File: config.mk
export PLATFORM = sky130hd
export DESIGN_NAME = ysyx_25010008_lsu_mem_master_flat
export DESIGN_NICKNAME = d
export VERILOG_FILES = /design/src/rtl/ysyx_25010008_lsu_pkg.sv /design/src/rtl/ysyx_25010008_lsu_mem_master_if.sv /design/src/rtl/ysyx_25010008_load_ext.sv /design/src/rtl/ysyx_25010008_lsu_mem_master.sv /design/src/flat_wrapper.sv
export SDC_FILE = /design/constraint.sdc
export NUM_CORES = 1
export LEC_CHECK = 0
export ABC_AREA = 1
export BUFFER_PORTS_ARGS = -buffer_cell sky130_fd_sc_hd__clkbuf_2
export CORE_AREA = 3 3 112 114
export CTS_BUF_LIST = sky130_fd_sc_hd__clkbuf_16
export DETAILED_ROUTE_END_ITERATION = 8
export DIE_AREA = 0 0 115 117
export GPL_TIMING_DRIVEN = 0
export PLACE_DENSITY = 0.81
export SYNTH_ARGS = -nofsm -noshare
export SYNTH_HDL_FRONTEND = slang
export SYNTH_SLANG_ARGS = --single-unit
File: constraint.sdc
create_clock -name clk -period 3.2 [get_ports clk]
set_clock_uncertainty 0.1 [all_clocks]
set_input_delay 0.64 -clock clk [delete_from_list [all_inputs] [get_ports clk]]
set_output_delay 0.64 -clock clk [all_outputs]
set_load 0.005 [all_outputs]
File: src/rtl/ysyx_25010008_lsu_pkg.sv
// Shared LSU definitions: FSM state codes, RV funct3 load/store ops, access lengths.
// Pure definitions: no latency and no backpressure of their own.
package ysyx_25010008_lsu_pkg;

  localparam logic [1:0] ST_IDLE  = 2'd0;
  localparam logic [1:0] ST_ISSUE = 2'd1;
  localparam logic [1:0] ST_WAIT  = 2'd2;
  localparam logic [1:0] ST_RESP  = 2'd3;

  localparam logic [2:0] OP_B  = 3'b000;
  localparam logic [2:0] OP_H  = 3'b001;
  localparam logic [2:0] OP_W  = 3'b010;
  localparam logic [2:0] OP_BU = 3'b100;
  localparam logic [2:0] OP_HU = 3'b101;

  localparam logic [2:0] LEN_B = 3'd1;
  localparam logic [2:0] LEN_H = 3'd2;
  localparam logic [2:0] LEN_W = 3'd4;

  // Illegal size encoding 11 falls into the word case.
  function automatic logic [2:0] len_of(input logic [2:0] op);
    case (op[1:0])
      2'b00:   return LEN_B;
      2'b01:   return LEN_H;
      default: return LEN_W;
    endcase
  endfunction

  function automatic logic [31:0] store_mask(input logic [2:0] len, input logic [31:0] d);
    case (len)
      LEN_B:   return {24'h0, d[7:0]};
      LEN_H:   return {16'h0, d[15:0]};
      default: return d;
    endcase
  endfunction

endpackage

File: src/rtl/ysyx_25010008_lsu_mem_master_if.sv
// Core request/response handshake plus SRAM model strobes bundled into one bus.
// Signals only: latency and backpressure belong to the master that drives it.
interface ysyx_25010008_lsu_mem_master_if;
  logic        req_valid;
  logic        req_ready;
  logic        req_wen;
  logic [2:0]  req_op;
  logic [31:0] req_addr;
  logic [31:0] req_wdata;
  logic        resp_valid;
  logic        resp_ready;
  logic [31:0] resp_rdata;
  logic        resp_err;
  logic        ren;
  logic [31:0] raddr;
  logic        wen;
  logic [31:0] waddr;
  logic [31:0] wdata;
  logic [2:0]  len;
  logic [31:0] rdata;

  modport master (
    input  req_valid, req_wen, req_op, req_addr, req_wdata, resp_ready, rdata,
    output req_ready, resp_valid, resp_rdata, resp_err,
    output ren, raddr, wen, waddr, wdata, len
  );

  modport slave (
    output req_valid, req_wen, req_op, req_addr, req_wdata, resp_ready, rdata,
    input  req_ready, resp_valid, resp_rdata, resp_err,
    input  ren, raddr, wen, waddr, wdata, len
  );
endinterface

File: src/rtl/ysyx_25010008_load_ext.sv
// Load result extension from funct3: b/h sign-extend, bu/hu zero-extend, else pass-through.
// Combinational, zero latency, no backpressure.
module ysyx_25010008_load_ext
  import ysyx_25010008_lsu_pkg::*;
(
  input  logic [2:0]  op,
  input  logic [31:0] raw,
  output logic [31:0] ext
);

  always_comb begin
    ext = raw;
    case (op)
      OP_B:    ext = {{24{raw[7]}}, raw[7:0]};
      OP_H:    ext = {{16{raw[15]}}, raw[15:0]};
      OP_BU:   ext = {24'h0, raw[7:0]};
      OP_HU:   ext = {16'h0, raw[15:0]};
      default: ext = raw;
    endcase
  end

endmodule

File: src/rtl/ysyx_25010008_lsu_mem_master.sv
// One-at-a-time LSU master to the SRAM model; load resp RD_LATENCY+2 cycles after accept, store 2; resp held until resp_ready.
// LSU_MISALIGN_TRAP_EN: misaligned h/w accesses skip the memory and respond with resp_err=1.
module ysyx_25010008_lsu_mem_master
  import ysyx_25010008_lsu_pkg::*;
#(
  parameter int unsigned RD_LATENCY = 1
) (
  input logic                               clk,
  input logic                               rst_n,
  ysyx_25010008_lsu_mem_master_if.master    bus
);

  logic [1:0]  state_q, state_d;
  logic [2:0]  op_q, op_d;
  logic [2:0]  cnt_q, cnt_d;
  logic        ren_q, ren_d;
  logic        wen_q, wen_d;
  logic [31:0] raddr_q, raddr_d;
  logic [31:0] waddr_q, waddr_d;
  logic [31:0] wdata_q, wdata_d;
  logic [2:0]  len_q, len_d;
  logic [31:0] resp_rdata_q, resp_rdata_d;
  logic        resp_err_q, resp_err_d;
  logic [2:0]  req_len;
  logic        misalign;
  logic [31:0] ext_data;

  assign req_len = len_of(bus.req_op);

`ifdef LSU_MISALIGN_TRAP_EN
  assign misalign = ((req_len == LEN_H) && bus.req_addr[0]) ||
                    ((req_len == LEN_W) && (bus.req_addr[1:0] != 2'b00));
`else
  assign misalign = 1'b0;
`endif

  ysyx_25010008_load_ext u_load_ext (
    .op  (op_q),
    .raw (bus.rdata),
    .ext (ext_data)
  );

  always_comb begin
    state_d      = state_q;
    op_d         = op_q;
    cnt_d        = cnt_q;
    ren_d        = 1'b0;
    wen_d        = 1'b0;
    raddr_d      = raddr_q;
    waddr_d      = waddr_q;
    wdata_d      = wdata_q;
    len_d        = len_q;
    resp_rdata_d = resp_rdata_q;
    resp_err_d   = resp_err_q;
    case (state_q)
      ST_IDLE: begin
        if (bus.req_valid) begin
          op_d         = bus.req_op;
          len_d        = req_len;
          resp_rdata_d = 32'h0;
          resp_err_d   = misalign;
          if (misalign) begin
            state_d = ST_RESP;
          end else if (bus.req_wen) begin
            wen_d   = 1'b1;
            waddr_d = bus.req_addr;
            wdata_d = store_mask(req_len, bus.req_wdata);
            state_d = ST_ISSUE;
          end else begin
            ren_d   = 1'b1;
            raddr_d = bus.req_addr;
            state_d = ST_ISSUE;
          end
        end
      end
      // The strobe is registered, so ren_q marks a load during this cycle.
      ST_ISSUE: begin
        if (ren_q) begin
          cnt_d   = 3'(RD_LATENCY - 1);
          state_d = ST_WAIT;
        end else begin
          state_d = ST_RESP;
        end
      end
      ST_WAIT: begin
        if (cnt_q == 3'd0) begin
          resp_rdata_d = ext_data;
          state_d      = ST_RESP;
        end else begin
          cnt_d = cnt_q - 3'd1;
        end
      end
      default: begin
        if (bus.resp_ready) state_d = ST_IDLE;
      end
    endcase
  end

  always_ff @(posedge clk or negedge rst_n) begin
    if (!rst_n) begin
      state_q      <= ST_IDLE;
      op_q         <= 3'd0;
      cnt_q        <= 3'd0;
      ren_q        <= 1'b0;
      wen_q        <= 1'b0;
      raddr_q      <= 32'h0;
      waddr_q      <= 32'h0;
      wdata_q      <= 32'h0;
      len_q        <= 3'd0;
      resp_rdata_q <= 32'h0;
      resp_err_q   <= 1'b0;
    end else begin
      state_q      <= state_d;
      op_q         <= op_d;
      cnt_q        <= cnt_d;
      ren_q        <= ren_d;
      wen_q        <= wen_d;
      raddr_q      <= raddr_d;
      waddr_q      <= waddr_d;
      wdata_q      <= wdata_d;
      len_q        <= len_d;
      resp_rdata_q <= resp_rdata_d;
      resp_err_q   <= resp_err_d;
    end
  end

  assign bus.req_ready  = (state_q == ST_IDLE);
  assign bus.resp_valid = (state_q == ST_RESP);
  assign bus.resp_rdata = resp_rdata_q;
  assign bus.resp_err   = resp_err_q;
  assign bus.ren        = ren_q;
  assign bus.raddr      = raddr_q;
  assign bus.wen        = wen_q;
  assign bus.waddr      = waddr_q;
  assign bus.wdata      = wdata_q;
  assign bus.len        = len_q;

endmodule

File: src/flat_wrapper.sv
// flat-port wrapper written by rule: the top's interface ports become plain ports
module ysyx_25010008_lsu_mem_master_flat import ysyx_25010008_lsu_pkg::*;
#(
  parameter int unsigned RD_LATENCY = 1
)
  (clk, rst_n, bus_req_valid, bus_req_wen, bus_req_op, bus_req_addr, bus_req_wdata, bus_resp_ready, bus_rdata, bus_req_ready, bus_resp_valid, bus_resp_rdata, bus_resp_err, bus_ren, bus_raddr, bus_wen, bus_waddr, bus_wdata, bus_len);
  ysyx_25010008_lsu_mem_master_if bus_i ();
  input logic clk;
  input logic rst_n;
  input wire logic [$bits(bus_i.req_valid)-1:0] bus_req_valid;
  input wire logic [$bits(bus_i.req_wen)-1:0] bus_req_wen;
  input wire logic [$bits(bus_i.req_op)-1:0] bus_req_op;
  input wire logic [$bits(bus_i.req_addr)-1:0] bus_req_addr;
  input wire logic [$bits(bus_i.req_wdata)-1:0] bus_req_wdata;
  input wire logic [$bits(bus_i.resp_ready)-1:0] bus_resp_ready;
  input wire logic [$bits(bus_i.rdata)-1:0] bus_rdata;
  output wire logic [$bits(bus_i.req_ready)-1:0] bus_req_ready;
  output wire logic [$bits(bus_i.resp_valid)-1:0] bus_resp_valid;
  output wire logic [$bits(bus_i.resp_rdata)-1:0] bus_resp_rdata;
  output wire logic [$bits(bus_i.resp_err)-1:0] bus_resp_err;
  output wire logic [$bits(bus_i.ren)-1:0] bus_ren;
  output wire logic [$bits(bus_i.raddr)-1:0] bus_raddr;
  output wire logic [$bits(bus_i.wen)-1:0] bus_wen;
  output wire logic [$bits(bus_i.waddr)-1:0] bus_waddr;
  output wire logic [$bits(bus_i.wdata)-1:0] bus_wdata;
  output wire logic [$bits(bus_i.len)-1:0] bus_len;
  assign bus_i.req_valid = bus_req_valid;
  assign bus_i.req_wen = bus_req_wen;
  assign bus_i.req_op = bus_req_op;
  assign bus_i.req_addr = bus_req_addr;
  assign bus_i.req_wdata = bus_req_wdata;
  assign bus_i.resp_ready = bus_resp_ready;
  assign bus_i.rdata = bus_rdata;
  assign bus_req_ready = bus_i.req_ready;
  assign bus_resp_valid = bus_i.resp_valid;
  assign bus_resp_rdata = bus_i.resp_rdata;
  assign bus_resp_err = bus_i.resp_err;
  assign bus_ren = bus_i.ren;
  assign bus_raddr = bus_i.raddr;
  assign bus_wen = bus_i.wen;
  assign bus_waddr = bus_i.waddr;
  assign bus_wdata = bus_i.wdata;
  assign bus_len = bus_i.len;
  ysyx_25010008_lsu_mem_master #(.RD_LATENCY(RD_LATENCY)) u_core (.clk(clk), .rst_n(rst_n), .bus(bus_i));
endmodule
==> flow_metrics.tcl <==
set metrics [dict create \
    post-place-ws_ns 1.15 \
    post_cts_buffers 0 \
    period_share 0.661 \
    cp.required_ns 2.46 \
    syn_area_per_cell_um2 8.90 \
    antenna_cells 0 \
    dieArea_um2 13500 \
    ir_drop_mv 0.555 \
    dr.pass1.iters 5 \
    cts_tree "built" \
    routed_via_density 4.90 \
    share_comb_of_total_power 0.360 \
    clock_latency_ns 0.41 \
    grt_pass1_vias 4973 \
    grt_antenna_before_repair 0 \
    reg2reg_from "u_core.state_q[0]" \
    ys_seq_elements 141 \
    end_kind "primary output" \
    ff2ff_setup_slack_ns 1.20 \
    grt_max_degree 81 \
    cp-startpoint "u_core.state_q[0]" \
    synthesis.nets 760 \
    arrival_ns 1.37 \
    cts_resized 0 \
    io_buffers 237 \
    p_switching_uw 2690 \
    power.share.sequential 0.406 \
    die_x_um 115 \
    max_slew_margin 0.619 \
    period_minus_slack_ns 2.11 \
    power_density_nw_per_um2 959 \
    ctsLongestPathBuffers 2 \
    syn2layout_area_growth_pct 33.2 \
    drt-total-wl_um 15400 \
    synth_area_um2 5780 \
    fmax_ghz 0.473 \
    worst_slew_pin_slew_ns 0.571 \
    root_buffer "clkbuf_16" \
    cts_hold_buffers 0 \
    start_util 0.502 \
    ioPinCount 240 \
    grt_use_met2 0.384 \
    cap_viol_max_count 0 \
    htreeDepth 4 \
    fp.dieH_um 117 \
    rsz0062_at_grt "no" \
    hold_viol_final 0 \
    busiest_layer "met2" \
    drc 0 \
    finalSetupViolCount 0 \
    seq_area_frac_synth 0.611 \
    grt_use_met1 0.301 \
    p_clk_frac 0.234 \
    crit_fanout 5 \
    yosys_warnings 0 \
    p_int_uw 4690 \
    grtUsageMet3 0.0740 \
    cts_buffers 17 \
    clk_pin_slew_ns 0.05 \
    grt_usage 0.237 \
    crit_path_start_kind "flop" \
    status "complete, no violations" \
    synthCells 649 \
    ant_nets 0 \
    crit_type "reg -> out" \
    drive_gt1_frac 0.324 \
    dpl.hpwl_um 11500 \
    ys_types 26 \
    fp.coreArea_um2 11500 \
    min_path_type "in -> async" \
    post_drt_wl_per_cell_um 14.6 \
    cellLeakagePower_uw 0.00456 \
    grt_pass1_wl_um 24800 \
    drt_iter0_drc 338 \
    setup_tns_ns 0 \
    r2r_cells 7 \
    nNetsFinal 1017 \
    slew_violations 0 \
    gp_congestion 0.846 \
    fin_util 0.668 \
    grt_overflow 0 \
    cts.sinks 141 \
    switching_share 0.365 \
    holdWs_ns 0.0895 \
    timing.final.ws_setup_ns 1.09 \
    via_count 5201 \
    rows 39 \
]
==> flip-flops by register name (all words and copies together) (netlist names) <==
| signal | count |
|---|---|
| u_core.op_q | 3 |
| u_core.state_q | 2 |
| u_core.bus.wdata | 32 |
| u_core.bus.wen | 1 |
| u_core.cnt_q | 3 |
| u_core.bus.resp_rdata | 32 |
| u_core.bus.len | 3 |
| u_core.bus.raddr | 32 |
| u_core.bus.waddr | 32 |
| u_core.bus.ren | 1 |
==> worst max-delay path, stage by stage, from the launching register on <==
cell and delay (ns):
dfrtp_1 0.42, inv_1 0.10, ha_1 0.28, clkbuf_2 0.16
==> kinds of logic (layout without fill, tap and decap cells) <==
family	count (synthesis)	in the layout	synth area share
AO/OA/AOI/OAI	81	81	0.0732
XOR/XNOR	1	1	0.00152
adder cells (fa/ha/maj)	7	7	0.0152
buffers and inverters	81	350	0.0648
flip-flops	141	141	0.611
other	1	1	0.000649
AND/OR/NAND/NOR	337	337	0.234
==> synth_stat cells <==
cell      count  share of area
nand2_1     260           0.17
dfrtp_1     141           0.61
o21ai_0      67          0.058
inv_1        47          0.031
nor2_1       40          0.026
nand3_1      28          0.024
buf_2        12          0.010
clkbuf_1      9         0.0058
o21ai_1       8         0.0069
ha_1          7          0.015
buf_6         6          0.012
o21ai_2       4         0.0061
inv_2         3         0.0019
buf_4         2         0.0026
clkbuf_2      2         0.0017
nand2_2       2         0.0022
nand3_2       2         0.0035
a21o_1        1         0.0013
a21oi_1       1        0.00087
conb_1        1        0.00065
nand2_4       1         0.0019
nand3b_1      1         0.0013
nand4_1       1         0.0011
nor2_2        1         0.0011
nor2_8        1         0.0035
xor2_1        1         0.0015
==> through the flow <==
stage / power [µW] / instances / instance area [µm²]
after floorplan: 4360 / 649 / 5780
after global placement: 5570 / 1029 / 7140
after detailed placement: 5670 / 1030 / 7180
after CTS: 7450 / 1061 / 7690
after global routing: 7980 / 1061 / 7690
final: 7370 / 1061 / 7690
==> cell usage in the layout (no fill, tap or decap), drive strengths merged <==
master / count
clkbuf: 265
nand2: 263
dfrtp: 141
o21ai: 79
inv: 54
nor2: 42
nand3: 30
buf: 21
ha: 7
clkinv: 7
clkinvlp: 2
nand3b: 1
a21o: 1
a21oi: 1
nand4: 1
xor2: 1
conb: 1
bufinv: 1
==> power by group through the flow <==
stage	clock, µW	combinational [µW]	sequential (µW)
finish	1730	2650	2990
global route	1850	3050	3080
CTS	1750	2710	2990
detailed placement	0	2690	2980
global placement	0	2600	2970
floorplan	0	1350	3010
==> per-layer routing <==
| layer | up-vias | part of all wire |
|---|---|---|
| met4 | 0 | 0.020 |
| met1 | 2437 | 0.41 |
| li1 | 2534 | - |
| met5 | - | 0 |
| met2 | 204 | 0.49 |
| met3 | 26 | 0.077 |
==> final cells by class <==
class                      instances  area (µm²)
multi-input combinational        427        1870
inverter                          50         188
timing repair buffer             238        1220
fill                             963        3820
tap                              143         179
sequential                       141        3530
clock inverter                    14        90.1
clock buffer                      17         425
buffer                            31         186
==> final timing paths <==
check / to
min in group clk: u_core.bus.wdata[6]
max in group asynchronous: u_core.bus.waddr[10]
worst max register to register: u_core.bus.raddr[26]
worst min register to register: u_core.bus.resp_rdata[3]
worst max-delay path: bus_req_ready
worst min-delay path: u_core.bus.resp_rdata[26]
No activity file was read; power rests on OpenSTA's default activity.
